### src/rtl/mix_columns_seq.sv
// Sequential AES MixColumns: one column per cycle, in place, with a final-round bypass.
// Optional InvMixColumns selected by in_inv when MIX_COLUMNS_INV_EN is defined.
module mix_columns_seq (
  input  logic         clk,
  input  logic         rst_n,
  input  logic         in_valid,
  output logic         in_ready,
  input  logic [127:0] in_bus,
  input  logic         in_last,
`ifdef MIX_COLUMNS_INV_EN
  input  logic         in_inv,
`endif
  output logic         out_valid,
  input  logic         out_ready,
  output logic [127:0] out_bus
);

  typedef enum logic [1:0] {IDLE, BUSY, DONE} state_t;

  state_t       state_reg, state_next;
  logic [1:0]   col_reg, col_next;
  logic [127:0] data_reg, data_next;
  logic [31:0]  col_word;
  logic [31:0]  mixed;
  logic [7:0]   c0, c1, c2, c3;

  function automatic logic [7:0] xtime(input logic [7:0] b);
    return {b[6:0], 1'b0} ^ (b[7] ? 8'h1B : 8'h00);
  endfunction

  // Shift-and-add multiply; with constant-ish coefficients this folds to a few XORs.
  function automatic logic [7:0] gf_mul(input logic [7:0] a, input logic [7:0] k);
    logic [7:0] p;
    logic [7:0] x;
    p = 8'h00;
    x = a;
    for (int i = 0; i < 8; i++) begin
      if (k[i]) p = p ^ x;
      x = xtime(x);
    end
    return p;
  endfunction

`ifdef MIX_COLUMNS_INV_EN
  logic inv_reg, inv_next;

  always_comb begin
    if (inv_reg) begin
      c0 = 8'h0E; c1 = 8'h0B; c2 = 8'h0D; c3 = 8'h09;
    end else begin
      c0 = 8'h02; c1 = 8'h03; c2 = 8'h01; c3 = 8'h01;
    end
  end
`else
  assign c0 = 8'h02;
  assign c1 = 8'h03;
  assign c2 = 8'h01;
  assign c3 = 8'h01;
`endif

  assign col_word = data_reg[{col_reg, 5'b0} +: 32];

  // Row r uses the coefficient vector rotated by r bytes.
  genvar gi;
  generate
    for (gi = 0; gi < 4; gi++) begin : g_row
      assign mixed[8*gi +: 8] = gf_mul(col_word[8*gi +: 8], c0)
                              ^ gf_mul(col_word[8*((gi+1)%4) +: 8], c1)
                              ^ gf_mul(col_word[8*((gi+2)%4) +: 8], c2)
                              ^ gf_mul(col_word[8*((gi+3)%4) +: 8], c3);
    end
  endgenerate

  assign in_ready  = (state_reg == IDLE);
  assign out_valid = (state_reg == DONE);
  assign out_bus   = data_reg;

  always_comb begin
    state_next = state_reg;
    col_next   = col_reg;
    data_next  = data_reg;
`ifdef MIX_COLUMNS_INV_EN
    inv_next   = inv_reg;
`endif
    case (state_reg)
      IDLE: begin
        if (in_valid) begin
          data_next  = in_bus;
          col_next   = 2'd0;
`ifdef MIX_COLUMNS_INV_EN
          inv_next   = in_inv;
`endif
          state_next = in_last ? DONE : BUSY;
        end
      end
      BUSY: begin
        data_next[{col_reg, 5'b0} +: 32] = mixed;
        col_next = col_reg + 2'd1;
        if (col_reg == 2'd3) state_next = DONE;
      end
      DONE: begin
        if (out_ready) state_next = IDLE;
      end
      default: state_next = IDLE;
    endcase
  end

  always_ff @(posedge clk or negedge rst_n) begin
    if (!rst_n) begin
      state_reg <= IDLE;
      col_reg   <= 2'd0;
      data_reg  <= '0;
`ifdef MIX_COLUMNS_INV_EN
      inv_reg   <= 1'b0;
`endif
    end else begin
      state_reg <= state_next;
      col_reg   <= col_next;
      data_reg  <= data_next;
`ifdef MIX_COLUMNS_INV_EN
      inv_reg   <= inv_next;
`endif
    end
  end

endmodule

### config.mk
export PLATFORM = sky130hd
export DESIGN_NAME = mix_columns_seq
export DESIGN_NICKNAME = d
export VERILOG_FILES = /design/src/rtl/mix_columns_seq.sv
export SDC_FILE = /design/constraint.sdc
export NUM_CORES = 1
export LEC_CHECK = 0
export ABC_AREA = 1
export BUFFER_PORTS_ARGS = -buffer_cell sky130_fd_sc_hd__buf_2
export CORE_MARGIN = 10
export CORE_UTILIZATION = 49
export CTS_CLUSTER_SIZE = 10
export DETAILED_ROUTE_END_ITERATION = 10
export PLACE_DENSITY_LB_ADDON = 0.3
export SLEW_MARGIN = 40
export SYNTH_ARGS = -nofsm -noshare
export SYNTH_HDL_FRONTEND = slang
export SYNTH_SLANG_ARGS = --single-unit
### constraint.sdc
create_clock -name clk -period 2.25 [get_ports clk]
set_clock_uncertainty 0.15 [all_clocks]
set_input_delay 0.3375 -clock clk [delete_from_list [all_inputs] [get_ports clk]]
set_output_delay 0.3375 -clock clk [all_outputs]
set_load 0.005 [all_outputs]
==> summary.md <==
| Metric | Value |
|---|---|
| Status | complete, but fails checks |
| Failing checks | negative hold slack, negative setup slack |
| Clk sinks | 132 |
| GR peak layer | met2 |
| Critical path capture point type | register |
| Final ANT Viol Nets | 0 |
| Post-route DRC | 0 |
| Total track usage | 0.344 |
| H-tree level count | 4 |
| Die Width | 164 um |
| Layout Cell Area excl Fill | 0.0160 mm2 |
| Die area | 0.0270 mm2 |
| Post-Syn Area | 0.0102 mm2 |
| RSZ-0062 raised after global routing | yes |
| Die height | 164 um |
| Rel. slew slack | 0.491 |
| DR vias | 14,400 |
| Fin util | 0.785 |
| Inserted Clock Buffers | 17 |
| ANT cells | 0 |
| Setup ws final | -0.293 ns |
| Seq cells post-synth | 132 |
| Met2 Use GR | 0.519 |
| Clk_lat worst skew | 0.45 ns |
| Crit Path Class | register to register |
| Filler Cells Inserted | 1,422 |
| Fraction of layout cells with a size suffix above 1 | 0.442 |
| Hold violation total from the final report | 1 |
| Routability cong. | 1.02 |
| Hold WC Path Type | input port to register |
| Synthesized area per cell | 5.91 um2 |
| Initial antenna violation count | 2 |
| FF-to-FF path depth | 14 |
| Total Nets Final | 2,249 |
| Setup violators final | 126 |
| Detailed placement HPWL | 34,900 um |
| WL per Instance | 21.7 um |
| Core ar. | 0.0204 mm2 |
| Number of global-route vias before repair | 13,100 |
| PortBufs | 262 |
| Yosys warning total | 0 |
| Number of max-cap violations | 0 |
| First-pass iteration count of the detailed router | 6 |
| Required @ worst endpoint | 2.46 ns |
| Fin. max-slew vios | 0 |
| Syn Inst Count | 1,725 |
| Vias per inst | 6.00 |
| Met3 usage | 0.122 |
| WL final | 51,900 um |
| Post-layout min period | 2.54 ns |
| Met1 Use GR | 0.449 |
| Hold Worst Slack | -0.00232 ns |
| Library cells used by synthesis | 33 |
| Max reg flops | 128 |
| CTS Buffer Depth | 2 |
| Dpl cell area | 0.0127 mm2 |
| Sequential area share after synthesis | 0.324 |
| Root buf cell | clkbuf_16 |
| # IOs | 263 |
| Clock transition at the registers of the reported paths | 0.07 ns |
| Initial Util | 0.501 |
| CTS tree | built |
| DP Worst Slack | -0.309 ns |
| Synthesized Nets | 1,862 |
| Crit start category | register |
| First-pass GRT wire length | 72,700 um |
| Tcrit/Tclk final | 1.13 |
| F_max | 393 MHz |
| Largest net degree at the start of global routing | 86 |
| FP Rows | 52 |
| CP arrival | 2.75 ns |
| Area delta synth->final | 56.8% |
| Worst Tran Pin Value | 0.763 ns |
| Crit Path Max Fanout | 11 |
| Initial DRC count | 2,420 |
| Total gr overflow | 0 |
| WHS Path Cells | 3 |
## path summary, 6_finish.rpt
| kind | start | to | slack [ns] |
|---|---|---|---|
| max in group asynchronous | rst_n | out_bus[26] | 1.08 |
| worst max register to register | col_reg[0] | out_bus[23] | -0.29 |
| worst min-delay path | in_bus[5] | out_bus[5] | -0.002 |
| worst min register to register | out_bus[82] | out_bus[82] | 0.36 |
| min in group asynchronous | rst_n | out_bus[102] | 0.18 |
| worst max-delay path | col_reg[0] | out_bus[23] | -0.29 |
## cell type report
cell class                      instances  area (um2)  share of cell area
Multi-Input combinational cell       1388        7810               0.488
Timing Repair Buffer                  459        3500               0.219
Sequential cell                       132        3310               0.207
Inverter                              114         468              0.0293
Clock buffer                           17         425              0.0266
Tap cell                              270         338              0.0211
Clock inverter                         14         141             0.00884
## Yosys cell counts
cell type,instances,share of area
buf_2,20,0.0098
nor3_1,1,0.00049
xor2_1,2,0.0017
inv_2,16,0.0059
dfrtp_1,132,0.32
buf_1,9,0.0033
nand2_4,1,0.0011
buf_6,8,0.0088
inv_4,1,0.00061
xnor2_1,5,0.0043
nand3b_1,2,0.0015
nand4_1,61,0.037
ha_1,4,0.0049
or2_2,1,0.00061
clkbuf_1,50,0.018
nand3_1,146,0.072
o21ai_0,3,0.0015
nor3_2,2,0.0020
nor2_2,4,0.0025
o31ai_1,1,0.00074
o21ai_1,1,0.00049
nand3_2,1,0.00098
xnor2_2,1,0.0016
inv_1,97,0.036
nand2_2,25,0.015
a21oi_1,68,0.033
a21oi_2,2,0.0017
buf_4,5,0.0037
nor2_1,133,0.049
a31oi_1,48,0.029
xor2_2,4,0.0064
nand2_1,870,0.32
o22ai_1,1,0.00061
## kinds of logic (layout without fill, tap and decap cells)
logic type	after synthesis	after routing	share of synthesized area
buffers and inverters	206	604	0.0863
xor gates and xnor gates	12	12	0.0140
AOI/OAI and AO/OA	124	124	0.0679
DFF	132	132	0.324
adders and majority gates	4	4	0.00491
and+or+nand+nor	1247	1248	0.503
## metal layers
layer,up-vias,wire length (um),share of wire
li1,6255,-,-
met1,6531,18500,0.36
met2,1284,22800,0.44
met3,284,7780,0.15
met4,2,2830,0.055
met5,-,13,0.00025
## through the flow
stage                     hold WS (ns)  cells  setup TNS (ns)
after CTS                      0.00458   2366           -3.81
after detailed placement         0.102   2288          -14.76
after global placement          0.0968   2288          -10.80
final                         -0.00232   2394          -16.82
after floorplan                 -0.108   1725               0
after global routing          0.000666   2394          -25.26
## timing repair
item / in CTS / in global routing
hold buffers: 2 / 0
pin swaps: 92 / 145
gates resized for setup: 230 / 333
cloned: 6 / 6
buffers inserted: 41 / 26
setup endpoints to repair: 126 / 128
endpoints found under the hold margin: 29 / 0
## layout by cell type, fill, tap and decap left out, types with 3 or more instances in the layout
| master | instances |
|---|---|
| nand2_1 | 592 |
| buf_2 | 261 |
| nand2_2 | 213 |
| dfrtp_1 | 131 |
| nor2_1 | 127 |
| buf_4 | 120 |
| nand3_1 | 91 |
| nand2_4 | 89 |
| inv_1 | 80 |
| nand4_1 | 61 |
| nand3_2 | 49 |
| a31oi_1 | 48 |
| a21oi_1 | 42 |
| buf_6 | 34 |
| buf_12 | 29 |
| a21oi_2 | 25 |
| inv_2 | 24 |
| clkbuf_16 | 23 |
| inv_6 | 8 |
| nand3_4 | 7 |
| nor2_4 | 6 |
| inv_4 | 5 |
| nor2_2 | 5 |
| clkinvlp_4 | 5 |
| nor3_4 | 3 |
| a21oi_4 | 3 |
| xnor2_2 | 3 |
| xor2_4 | 3 |
| o21ai_0 | 3 |
| buf_16 | 3 |
| buf_8 | 3 |
## critical path: stages, from the launching register on
cell     delay [ns]
dfrtp_4        0.57
buf_12         0.17
buf_12         0.14
nand2_2        0.08
nand3_1        0.14
nand2_4        0.16
buf_4          0.15
nand2_1        0.07
nand2_2        0.12
inv_2          0.05
nand2_1        0.10
nand3_1        0.14
nand2_2        0.16
nand2_1        0.11
a31oi_1        0.16
Power is left out: the tool's default activity adds up to more than one toggle a clock period on the data nets, which glitch-free logic cannot reach.
